==> src/rtl/uart_pkg.sv <==
// Shared definitions for the parameterised UART receiver: FSM state encoding,
// parity mode constants and the 2-of-3 vote helper.
package uart_pkg;

    typedef enum logic [2:0] {
        ST_IDLE,
        ST_START,
        ST_DATA,
        ST_PARITY,
        ST_STOP
    } rx_state_t;

    localparam int PAR_NONE = 0;
    localparam int PAR_EVEN = 1;
    localparam int PAR_ODD  = 2;

    function automatic logic maj3(input logic a, input logic b, input logic c);
        return (a & b) | (a & c) | (b & c);
    endfunction

endpackage

==> src/rtl/uart_os_tick.sv <==
// Sample-tick enable generator: one-cycle tick every CLK_DIV clk cycles
// (constantly high when CLK_DIV is 1).
module uart_os_tick #(
    parameter int CLK_DIV = 1
) (
    input  logic clk,
    input  logic rst,
    output logic tick
);

    localparam int CW = (CLK_DIV > 1) ? $clog2(CLK_DIV) : 1;

    logic [CW-1:0] div_cnt_q, div_cnt_d;

    always_comb begin
        tick      = (div_cnt_q == CW'(CLK_DIV - 1));
        div_cnt_d = tick ? '0 : div_cnt_q + CW'(1);
    end

    always_ff @(posedge clk or posedge rst) begin
        if (rst) begin
            div_cnt_q <= '0;
        end else begin
            div_cnt_q <= div_cnt_d;
        end
    end

endmodule

==> src/rtl/uart_rx_param.sv <==
// Oversampling UART receiver with configurable frame format and a one-deep
// output holding register. Define UART_RX_MAJORITY_EN for 2-of-3 bit voting.
module uart_rx_param
    import uart_pkg::*;
#(
    parameter int DATA_BITS  = 8,
    parameter int PARITY     = 0,
    parameter int STOP_BITS  = 1,
    parameter int OVERSAMPLE = 16,
    parameter int CLK_DIV    = 1
) (
    input  logic                 clk,
    input  logic                 rst,
    input  logic                 rx,
    output logic [DATA_BITS-1:0] dataout,
    output logic                 valid,
    input  logic                 ready,
    output logic                 dataerror,
    output logic                 frameerror,
    output logic                 overrun,
    output logic                 breakdet
);

    localparam int MID = OVERSAMPLE / 2;
    localparam int PW  = $clog2(OVERSAMPLE);

    logic tick;

    uart_os_tick #(.CLK_DIV(CLK_DIV)) u_os_tick (
        .clk  (clk),
        .rst  (rst),
        .tick (tick)
    );

    logic                 rx_meta_q, rx_meta_d;
    logic                 rx_sync_q, rx_sync_d;
    logic                 rx_prev_q, rx_prev_d;
    rx_state_t            state_q, state_d;
    logic [PW-1:0]        phase_q, phase_d;
    logic [3:0]           bit_cnt_q, bit_cnt_d;
    logic                 samp_mid_q, samp_mid_d;
`ifdef UART_RX_MAJORITY_EN
    logic                 samp_early_q, samp_early_d;
`endif
    logic [DATA_BITS-1:0] shift_q, shift_d;
    logic                 par_acc_q, par_acc_d;
    logic                 par_err_q, par_err_d;
    logic                 stop_err_q, stop_err_d;
    logic                 any_high_q, any_high_d;
    logic [DATA_BITS-1:0] dataout_q, dataout_d;
    logic                 valid_q, valid_d;
    logic                 dataerror_q, dataerror_d;
    logic                 frameerror_q, frameerror_d;
    logic                 overrun_q, overrun_d;
    logic                 breakdet_q, breakdet_d;

    logic fall;
    logic bit_val;
    logic stop_err_now;
    logic any_high_now;

    always_comb begin
        rx_meta_d = rx;
        rx_sync_d = rx_meta_q;
        rx_prev_d = rx_sync_q;
        fall      = rx_prev_q & ~rx_sync_q;

        // The bit decision is taken one tick after mid-bit in both builds so
        // that enabling the vote does not change frame latency.
`ifdef UART_RX_MAJORITY_EN
        bit_val = maj3(samp_early_q, samp_mid_q, rx_sync_q);
`else
        bit_val = samp_mid_q;
`endif
        stop_err_now = stop_err_q | ~bit_val;
        any_high_now = any_high_q | bit_val;

        state_d      = state_q;
        phase_d      = phase_q;
        bit_cnt_d    = bit_cnt_q;
        samp_mid_d   = samp_mid_q;
`ifdef UART_RX_MAJORITY_EN
        samp_early_d = samp_early_q;
`endif
        shift_d      = shift_q;
        par_acc_d    = par_acc_q;
        par_err_d    = par_err_q;
        stop_err_d   = stop_err_q;
        any_high_d   = any_high_q;
        dataout_d    = dataout_q;
        valid_d      = valid_q;
        dataerror_d  = dataerror_q;
        frameerror_d = frameerror_q;
        overrun_d    = 1'b0;
        breakdet_d   = 1'b0;

        if (valid_q && ready) begin
            valid_d = 1'b0;
        end

        if (state_q == ST_IDLE) begin
            phase_d   = '0;
            bit_cnt_d = '0;
            if (fall) begin
                state_d    = ST_START;
                par_acc_d  = 1'b0;
                stop_err_d = 1'b0;
                any_high_d = 1'b0;
            end
        end else if (tick) begin
            phase_d = (phase_q == PW'(OVERSAMPLE - 1)) ? '0 : phase_q + PW'(1);
`ifdef UART_RX_MAJORITY_EN
            if (phase_q == PW'(MID - 2)) samp_early_d = rx_sync_q;
`endif
            if (phase_q == PW'(MID - 1)) samp_mid_d = rx_sync_q;
            if (phase_q == PW'(MID)) begin
                case (state_q)
                    ST_START: begin
                        state_d = bit_val ? ST_IDLE : ST_DATA;
                    end
                    ST_DATA: begin
                        shift_d    = {bit_val, shift_q[DATA_BITS-1:1]};
                        par_acc_d  = par_acc_q ^ bit_val;
                        any_high_d = any_high_now;
                        if (bit_cnt_q == 4'(DATA_BITS - 1)) begin
                            bit_cnt_d = '0;
                            state_d   = (PARITY != PAR_NONE) ? ST_PARITY : ST_STOP;
                        end else begin
                            bit_cnt_d = bit_cnt_q + 4'd1;
                        end
                    end
                    ST_PARITY: begin
                        par_err_d  = (par_acc_q ^ bit_val) != (PARITY == PAR_ODD);
                        any_high_d = any_high_now;
                        state_d    = ST_STOP;
                    end
                    ST_STOP: begin
                        if (bit_cnt_q == 4'(STOP_BITS - 1)) begin
                            state_d = ST_IDLE;
                            if (!any_high_now) begin
                                breakdet_d = 1'b1;
                            end else if (!valid_q || ready) begin
                                valid_d      = 1'b1;
                                dataout_d    = shift_q;
                                dataerror_d  = (PARITY != PAR_NONE) && par_err_q;
                                frameerror_d = stop_err_now;
                            end else begin
                                overrun_d = 1'b1;
                            end
                        end else begin
                            stop_err_d = stop_err_now;
                            any_high_d = any_high_now;
                            bit_cnt_d  = bit_cnt_q + 4'd1;
                        end
                    end
                    default: state_d = ST_IDLE;
                endcase
            end
        end
    end

    always_ff @(posedge clk or posedge rst) begin
        if (rst) begin
            rx_meta_q    <= 1'b1;
            rx_sync_q    <= 1'b1;
            rx_prev_q    <= 1'b1;
            state_q      <= ST_IDLE;
            phase_q      <= '0;
            bit_cnt_q    <= '0;
            samp_mid_q   <= 1'b1;
`ifdef UART_RX_MAJORITY_EN
            samp_early_q <= 1'b1;
`endif
            shift_q      <= '0;
            par_acc_q    <= 1'b0;
            par_err_q    <= 1'b0;
            stop_err_q   <= 1'b0;
            any_high_q   <= 1'b0;
            dataout_q    <= '0;
            valid_q      <= 1'b0;
            dataerror_q  <= 1'b0;
            frameerror_q <= 1'b0;
            overrun_q    <= 1'b0;
            breakdet_q   <= 1'b0;
        end else begin
            rx_meta_q    <= rx_meta_d;
            rx_sync_q    <= rx_sync_d;
            rx_prev_q    <= rx_prev_d;
            state_q      <= state_d;
            phase_q      <= phase_d;
            bit_cnt_q    <= bit_cnt_d;
            samp_mid_q   <= samp_mid_d;
`ifdef UART_RX_MAJORITY_EN
            samp_early_q <= samp_early_d;
`endif
            shift_q      <= shift_d;
            par_acc_q    <= par_acc_d;
            par_err_q    <= par_err_d;
            stop_err_q   <= stop_err_d;
            any_high_q   <= any_high_d;
            dataout_q    <= dataout_d;
            valid_q      <= valid_d;
            dataerror_q  <= dataerror_d;
            frameerror_q <= frameerror_d;
            overrun_q    <= overrun_d;
            breakdet_q   <= breakdet_d;
        end
    end

    assign dataout    = dataout_q;
    assign valid      = valid_q;
    assign dataerror  = dataerror_q;
    assign frameerror = frameerror_q;
    assign overrun    = overrun_q;
    assign breakdet   = breakdet_q;

endmodule

==> config.mk <==
export PLATFORM = sky130hd
export DESIGN_NAME = uart_rx_param
export DESIGN_NICKNAME = d
export VERILOG_FILES = /design/src/rtl/uart_pkg.sv /design/src/rtl/uart_os_tick.sv /design/src/rtl/uart_rx_param.sv
export SDC_FILE = /design/constraint.sdc
export NUM_CORES = 1
export LEC_CHECK = 0
export ABC_AREA = 1
export CAP_MARGIN = 25
export CORE_MARGIN = 2
export CORE_UTILIZATION = 55
export DETAILED_ROUTE_END_ITERATION = 16
export HOLD_SLACK_MARGIN = 0.15
export PLACE_DENSITY = 0.83
export SKIP_LAST_GASP = 1
export SLEW_MARGIN = 20
export SYNTH_ARGS = -nofsm -noshare
export SYNTH_HDL_FRONTEND = slang
export SYNTH_SLANG_ARGS = --single-unit
==> constraint.sdc <==
create_clock -name clk -period 2.1 [get_ports clk]
set_clock_uncertainty 0.1 [all_clocks]
set_input_delay 0.63 -clock clk [delete_from_list [all_inputs] [get_ports clk]]
set_output_delay 0.63 -clock clk [all_outputs]
set_load 0.02 [all_outputs]
==> summary.txt, run 1 <==
Timing
  – Maximum achievable frequency: 482 MHz
  – Setup tns final: 0 ns
  – Slack of the critical path: 0.0233 ns
  – Final Cycle Share: 0.989
  – Number of hold violations in the final report: 0
  – Final hold slack: 0.264 ns
  – Final number of max-transition violations: 0
  – Total setup violations reported at the end of the flow: 0
  – Final Critical Period: 2.08 ns

Drt
  – Via density: 5.01
  – Residual antenna-violating net count after detailed routing: 0
  – Via total after detailed routing: 1,403
  – DRC: 0
  – DR pass1 iterations: 4
  – Routed Wire Length: 3240 um
  – Avg WL per Cell: 11.6 um
  – Iter 0 DRT Violations: 77

CTS
  – Insertion delay of the later-clocked pin in the worst-skew pair: 0.34 ns
  – Maximum count of clock buffers along a single path: 2
  – TritonCTS Buffers: 5
  – Clk slew on worst S/H paths: 0.11 ns
  – Buffers inserted by post-CTS timing repair: 0
  – Clk Tree Root Cell: clkbuf_4
  – Clock tree from TritonCTS: built
  – TritonCTS Sinks: 37
  – Clock H-tree levels: 2

Worst setup path
  – Arrival time of data at the critical path endpoint: 1.35 ns
  – Setup Crit Path Kind: flop to primary output
  – Ordered list of cells on the worst path: clkdlybuf4s50_1
  – Endpoint required time on the critical path: 1.37 ns
  – Startpoint Class: flop
  – CP bufs+invs: 1
  – Slowest library cell on the worst path: clkdlybuf4s50_1
  – Largest delay contributor family on the critical path: buffers and inverters
  – Delay of the slowest critical-path stage: 0.63 ns
  – Sort of element at the end of the critical path: primary output
  – Max FO, Critical Path: 2

Outcome
  – Run status: complete, no violations

Die
  – Vertical die dimension: 61.2 um
  – Floorplan core area: 0.00308 sq mm
  – DIE WIDTH: 61.2 um
  – Overall die area: 0.00374 sq mm
  – Initial standard-cell utilization of the core: 0.584
  – Floorplan row count: 20
  – Number of top-level pins: 17

Layout
  – Most common cell after layout, fill and taps aside: nand2_1
  – Post-layout instance count excluding filler cells: 280
  – Layout cell share with drive strength beyond 1: 0.140
  – Syn-to-layout area delta: 16.0%
  – Number of diodes: 0
  – Post-layout utilization of the core: 0.678
  – Highest-count cells in the layout ignoring fill and taps: nand2_1 (68), dfrtp_1 (33), nand3_1 (31)
  – Count of nets after finishing: 243
  – Post-route standard cell area excluding fillers: 0.00209 sq mm

Global routing
  – Wire length of the first global-routing pass: 5300 um
  – Total GRT Usage: 0.194
  – Grt ovf: 0
  – Vias in the first global route: 1,276
  – Pin count of the biggest net entering global routing: 38
  – Antenna violations before repair: 0

Logic synthesis
  – Count of yosys warnings during synthesis: 0
  – Mean post-synth cell area: 8.40 sq um
  – Flop and latch count out of synthesis: 37
  – Cells after Synth: 214
  – Post-synth cell types: 27
  – Sequential-to-total area share from yosys stat: 0.518
  – Post-synthesis instance area: 0.00180 sq mm
  – Synth Net Count: 222

Job
  – Max-Cap Viols: 0

Place
  – Post-placement setup slack: 0.0637 ns
  – Total half-perimeter wirelength after legalization and detailed placement: 2310 um
  – Global placer's final weighted congestion: 0.876
  – Number of placed cells counting well taps: 272
  – Placed cell area: 0.00201 sq mm
  – Port Buffers: 15

Power and ir drop
  – Maximum ir drop on the vdd rail: 569 uV
  – Total chip power: 2.13 mW
  – Cell Pwr Density: 1020 mW/mm^2
  – Leakage power: 1.18 nW

Worst hold path
  – Hold/Removal Path Class: flop to flop
synthesized netlist by cell type:
cell      number  area share
xor2_1         1      0.0049
buf_4          1      0.0042
or2_2          1      0.0035
a21oi_1        2      0.0056
o21ai_1        5       0.014
nand2_4        2       0.013
nand3_2        1      0.0056
nand2_1       68        0.14
o21ai_0        3      0.0083
inv_2          5       0.010
conb_1         1      0.0021
ha_1           4       0.028
nor2_4         2       0.013
nor2_8         2       0.022
nand2_2        5       0.017
o21bai_1       3       0.013
dfstp_2        4       0.058
dfrtp_1       33        0.46
nor3_1         1      0.0028
inv_1         16       0.033
a31oi_1        1      0.0035
buf_2          1      0.0028
nor2_2         1      0.0035
nand4_1        1      0.0035
nor2_1        18       0.038
nand3_1       31       0.086
inv_4          1      0.0035
power by group:
| part | total (mW) | internal, mW | switching (mW) |
|---|---|---|---|
| registers | 0.939 | 0.826 | 0.113 |
| clock network | 0.393 | 0.163 | 0.229 |
| logic | 0.802 | 0.252 | 0.550 |
| total | 2.13 | 1.24 | 0.893 |
registers in the layout (all words and copies together) (netlist names):
name / flops
breakdet: 1
phase_q: 4
any_high_q: 1
dataout: 8
rx_prev_q: 1
rx_meta_q: 1
stop_err_q: 1
rx_prev_d: 1
valid: 1
bit_val: 1
shift_q: 8
state_q: 3
overrun: 1
frameerror: 1
bit_cnt_q: 4
cell type report:
type / instances / area, sq um
clock buffers: 6 / 51.3
repair buffers: 16 / 180
fillers: 264 / 992
well taps: 44 / 55.1
flip-flops and latches: 37 / 931
multi-input cells: 153 / 769
clock inverters: 2 / 13.8
inverters: 22 / 85.1
timing repair:
| item | in CTS | in global routing |
|---|---|---|
| hold buffers | 0 | 0 |
| resized for setup | 0 | 4 |
| endpoints found under the setup margin | 0 | 4 |
routing by layer:
| metal | vias to the layer above | share of wire | GRT usage |
|---|---|---|---|
| met3 | 5 | 0.051 | 0.0567 |
| met2 | 30 | 0.49 | 0.333 |
| met5 | - | 0 | 0 |
| li1 | 717 | - | - |
| met4 | 0 | 0.015 | 0.0714 |
| met1 | 651 | 0.44 | 0.229 |
path summary, 6_finish.rpt:
check                             start    endpoint  slack, ns  depth (start not counted)
setup / recovery             dataout[3]  dataout[3]       0.02                          1
hold / removal                rx_meta_q   rx_prev_d       0.26                          0
setup reg to reg           bit_cnt_q[0]  dataout[3]       0.34                          9
hold reg to reg               rx_meta_q   rx_prev_d       0.26                          0
max in group asynchronous           rst   rx_prev_q       1.11                          3
min in group asynchronous           rst  dataout[0]       0.54                          3
logic make-up after synthesis:
family / Yosys count / share of synthesized area
buf+inv: 24 / 0.0543
other cells: 1 / 0.00209
flops: 37 / 0.518
simple gates: 133 / 0.349
compound gates: 14 / 0.0438
xor+xnor: 1 / 0.00487
fa+ha+maj: 4 / 0.0278
(Power assumes the default switching activity.)
==> inputs of run 2 (changes only) <==
- clock period: 2.1 -> 2.4 ns (I/O delays scaled with it)
==> run 2 against run 1 <==
Net effect:
- cell count stayed put
- die area stayed put
- global-route usage rose by 0.13 points
- via count grew 2.2%
- worst setup slack gained 0.23 ns
- critical endpoint is now dataout[7]
- core utilization down 0.73 points
- register-to-register slack gained 0.35 ns
==> summary.txt, run 2 (synthesis results as in run 1) <==
Drt
  – Via density: 5.12 (was 5.01)
  – Iter 0 DRT Violations: 87 (was 77)
  – Avg WL per Cell: 11.0 um (was 11.6 um)
  – DR pass1 iterations: 4 (unchanged)
  – Routed Wire Length: 3070 um (was 3240 um)
  – Residual antenna-violating net count after detailed routing: 0 (unchanged)
  – Via total after detailed routing: 1,434 (was 1,403)
  – DRC: 0 (unchanged)

CTS
  – Cts repair resizes: 0 (unchanged)
  – Insertion delay of the later-clocked pin in the worst-skew pair: 0.35 ns (was 0.34 ns)
  – Post-cts hold buffer count: 0 (unchanged)
  – Clock tree from TritonCTS: built (unchanged)
  – Maximum count of clock buffers along a single path: 2 (unchanged)
  – Clock H-tree levels: 2 (unchanged)
  – TritonCTS Buffers: 5 (unchanged)
  – Buffers inserted by post-CTS timing repair: 0 (unchanged)
  – TritonCTS Sinks: 37 (unchanged)
  – Clk Tree Root Cell: clkbuf_4 (unchanged)
  – Clk slew on worst S/H paths: 0.11 ns (about the same)

Power and ir drop
  – Reg power frac: 0.439 (was 0.440)
  – Cell Pwr Density: 907 mW/mm^2 (was 1020 mW/mm^2)
  – Switching power share of the total: 0.421 (was 0.418)
  – Internal power component: 1.08 mW (was 1.24 mW)
  – Total chip power: 1.87 mW (was 2.13 mW)
  – Part of the total power dissipated in the clock network: 0.190 (was 0.184)
  – Power share of the combinational group: 0.371 (was 0.376)
  – Leakage power: 1.10 nW (was 1.18 nW)
  – Power dissipated by switching net loads: 789 uW (was 893 uW)
  – Maximum ir drop on the vdd rail: 619 uV (was 569 uV)

Worst setup path
  – Largest delay contributor family on the critical path: buffers and inverters (unchanged)
  – Reg2reg end: dataout[0] (was dataout[3])
  – Arrival time of data at the critical path endpoint: 1.33 ns (was 1.35 ns)
  – Sort of element at the end of the critical path: primary output (unchanged)
  – Delay of the slowest critical-path stage: 0.61 ns (was 0.63 ns)
  – Max FO, Critical Path: 2 (unchanged)
  – Slowest library cell on the worst path: clkdlybuf4s50_1 (unchanged)
  – Ordered list of cells on the worst path: clkdlybuf4s50_1 (unchanged)
  – Stages on the worst setup path: 1 (unchanged)
  – Reg2Reg Setup Slack: 0.69 ns (was 0.34 ns)
  – Reg2Reg Depth: 9 (unchanged)
  – Critical R2R Launch: bit_cnt_q[0] (unchanged)
  – Startpoint Class: flop (unchanged)
  – CP bufs+invs: 1 (unchanged)
  – Endpoint required time on the critical path: 1.58 ns (was 1.37 ns)
  – Setup Crit Path Kind: flop to primary output (unchanged)

Die
  – Floorplan row count: 20 (unchanged)
  – DIE WIDTH: 61.2 um (unchanged)
  – Overall die area: 0.00374 sq mm (unchanged)
  – Number of top-level pins: 17 (unchanged)
  – Vertical die dimension: 61.2 um (unchanged)
  – Floorplan core area: 0.00308 sq mm (unchanged)
  – Initial standard-cell utilization of the core: 0.584 (unchanged)

Timing
  – Final Cycle Share: 0.895
  – Number of hold violations in the final report: 0 (unchanged)
  – Slack of the critical path: 0.251 ns (was 0.0233 ns)
  – Setup repair after global routing missed its margin: false
  – Final hold slack: 0.262 ns (was 0.264 ns)
  – Final Critical Period: 2.15 ns
  – Final number of max-transition violations: 0 (unchanged)
  – Total setup violations reported at the end of the flow: 0 (unchanged)
  – Setup tns final: 0 ns (unchanged)
  – Maximum achievable frequency: 465 MHz

Place
  – Port Buffers: 15 (unchanged)
  – Post-placement setup slack: 0.336 ns (was 0.0637 ns)
  – Total half-perimeter wirelength after legalization and detailed placement: 2220 um (was 2310 um)
  – Number of placed cells counting well taps: 272 (unchanged)
  – Global placer's final weighted congestion: 0.877 (was 0.876)
  – Placed cell area: 0.00200 sq mm (was 0.00201 sq mm)

Worst hold path
  – Hold/Removal Path Class: flop to flop (unchanged)
  – Startpoint of the tightest hold check path: rx_meta_q (unchanged)
  – End of the worst hold path: rx_prev_d (unchanged)
  – Cell count of the worst hold path: 0 (unchanged)

Layout
  – Number of diodes: 0 (unchanged)
  – Post-layout utilization of the core: 0.670 (was 0.678)
  – Layout cell share with drive strength beyond 1: 0.140 (unchanged)
  – Highest-count cells in the layout ignoring fill and taps: nand2_1 (68), dfrtp_1 (33), nand3_1 (31) (unchanged)
  – Most common cell after layout, fill and taps aside: nand2_1 (unchanged)
  – Post-route standard cell area excluding fillers: 0.00206 sq mm (was 0.00209 sq mm)
  – Post-layout instance count excluding filler cells: 280 (unchanged)
  – Syn-to-layout area delta: 14.8% (was 16.0%)
  – Count of nets after finishing: 243 (unchanged)
  – # fillers: 272 (was 264)

Job
  – Max-Cap Viols: 0 (unchanged)

Global routing
  – Pin count of the biggest net entering global routing: 38 (unchanged)
  – Wire length of the first global-routing pass: 5300 um (unchanged)
  – Vias in the first global route: 1,256 (was 1,276)
  – Antenna violations before repair: 0 (unchanged)
  – Total GRT Usage: 0.195 (was 0.194)
  – Grt ovf: 0 (unchanged)

Outcome
  – Run status: complete, no violations (unchanged)
run 2: changes by cell type in the layout (fill, tap and decap cells not counted), sizes merged:
cell,delta
clkdlybuf4s50,+4
dlymetal6s2s,-4
run 2: worst max-delay path by stage:
stage	start	slack, ns	end
after global placement	ready	0.36	dataout[3]
after CTS	dataout[7]	0.24	dataout[7]
after floorplan	rst	0.75	any_high_q
after global routing	dataout[7]	0.20	dataout[7]
after detailed placement	ready	0.34	dataout[4]
final	dataout[7]	0.25	dataout[7]
run 2: layout make-up:
class | count | area, sq um | area share
clock buffer | 6 | 51.3 | 0.0249
inverter | 22 | 85.1 | 0.0412
sequential | 37 | 931 | 0.451
timing repair buffer | 16 | 158 | 0.0764
multi-input combinational | 153 | 769 | 0.373
tap | 44 | 55.1 | 0.0267
clock inverter | 2 | 13.8 | 0.00667
run 2: routing by layer:
metal  track usage  vias up  wire (um)
met5             0        -          0
met3        0.0567        5        191
met2         0.295       39       1390
li1              -      721          -
met4        0.0901        0         56
met1         0.260      669       1430
run 2: power groups by stage:
stage / logic (mW) / clock network [mW] / registers, mW
after floorplan: 0.575 / 0 / 0.809
after global placement: 0.673 / 0 / 0.828
after detailed placement: 0.689 / 0 / 0.833
after CTS: 0.694 / 0.363 / 0.821
after global routing: 0.798 / 0.390 / 0.837
final: 0.694 / 0.355 / 0.822
==> inputs of run 3 (changes only) <==
- SLEW_MARGIN: 20 -> 30
==> results of run 3 <==
Final layout, timing and power as in run 2 (identical DEF).
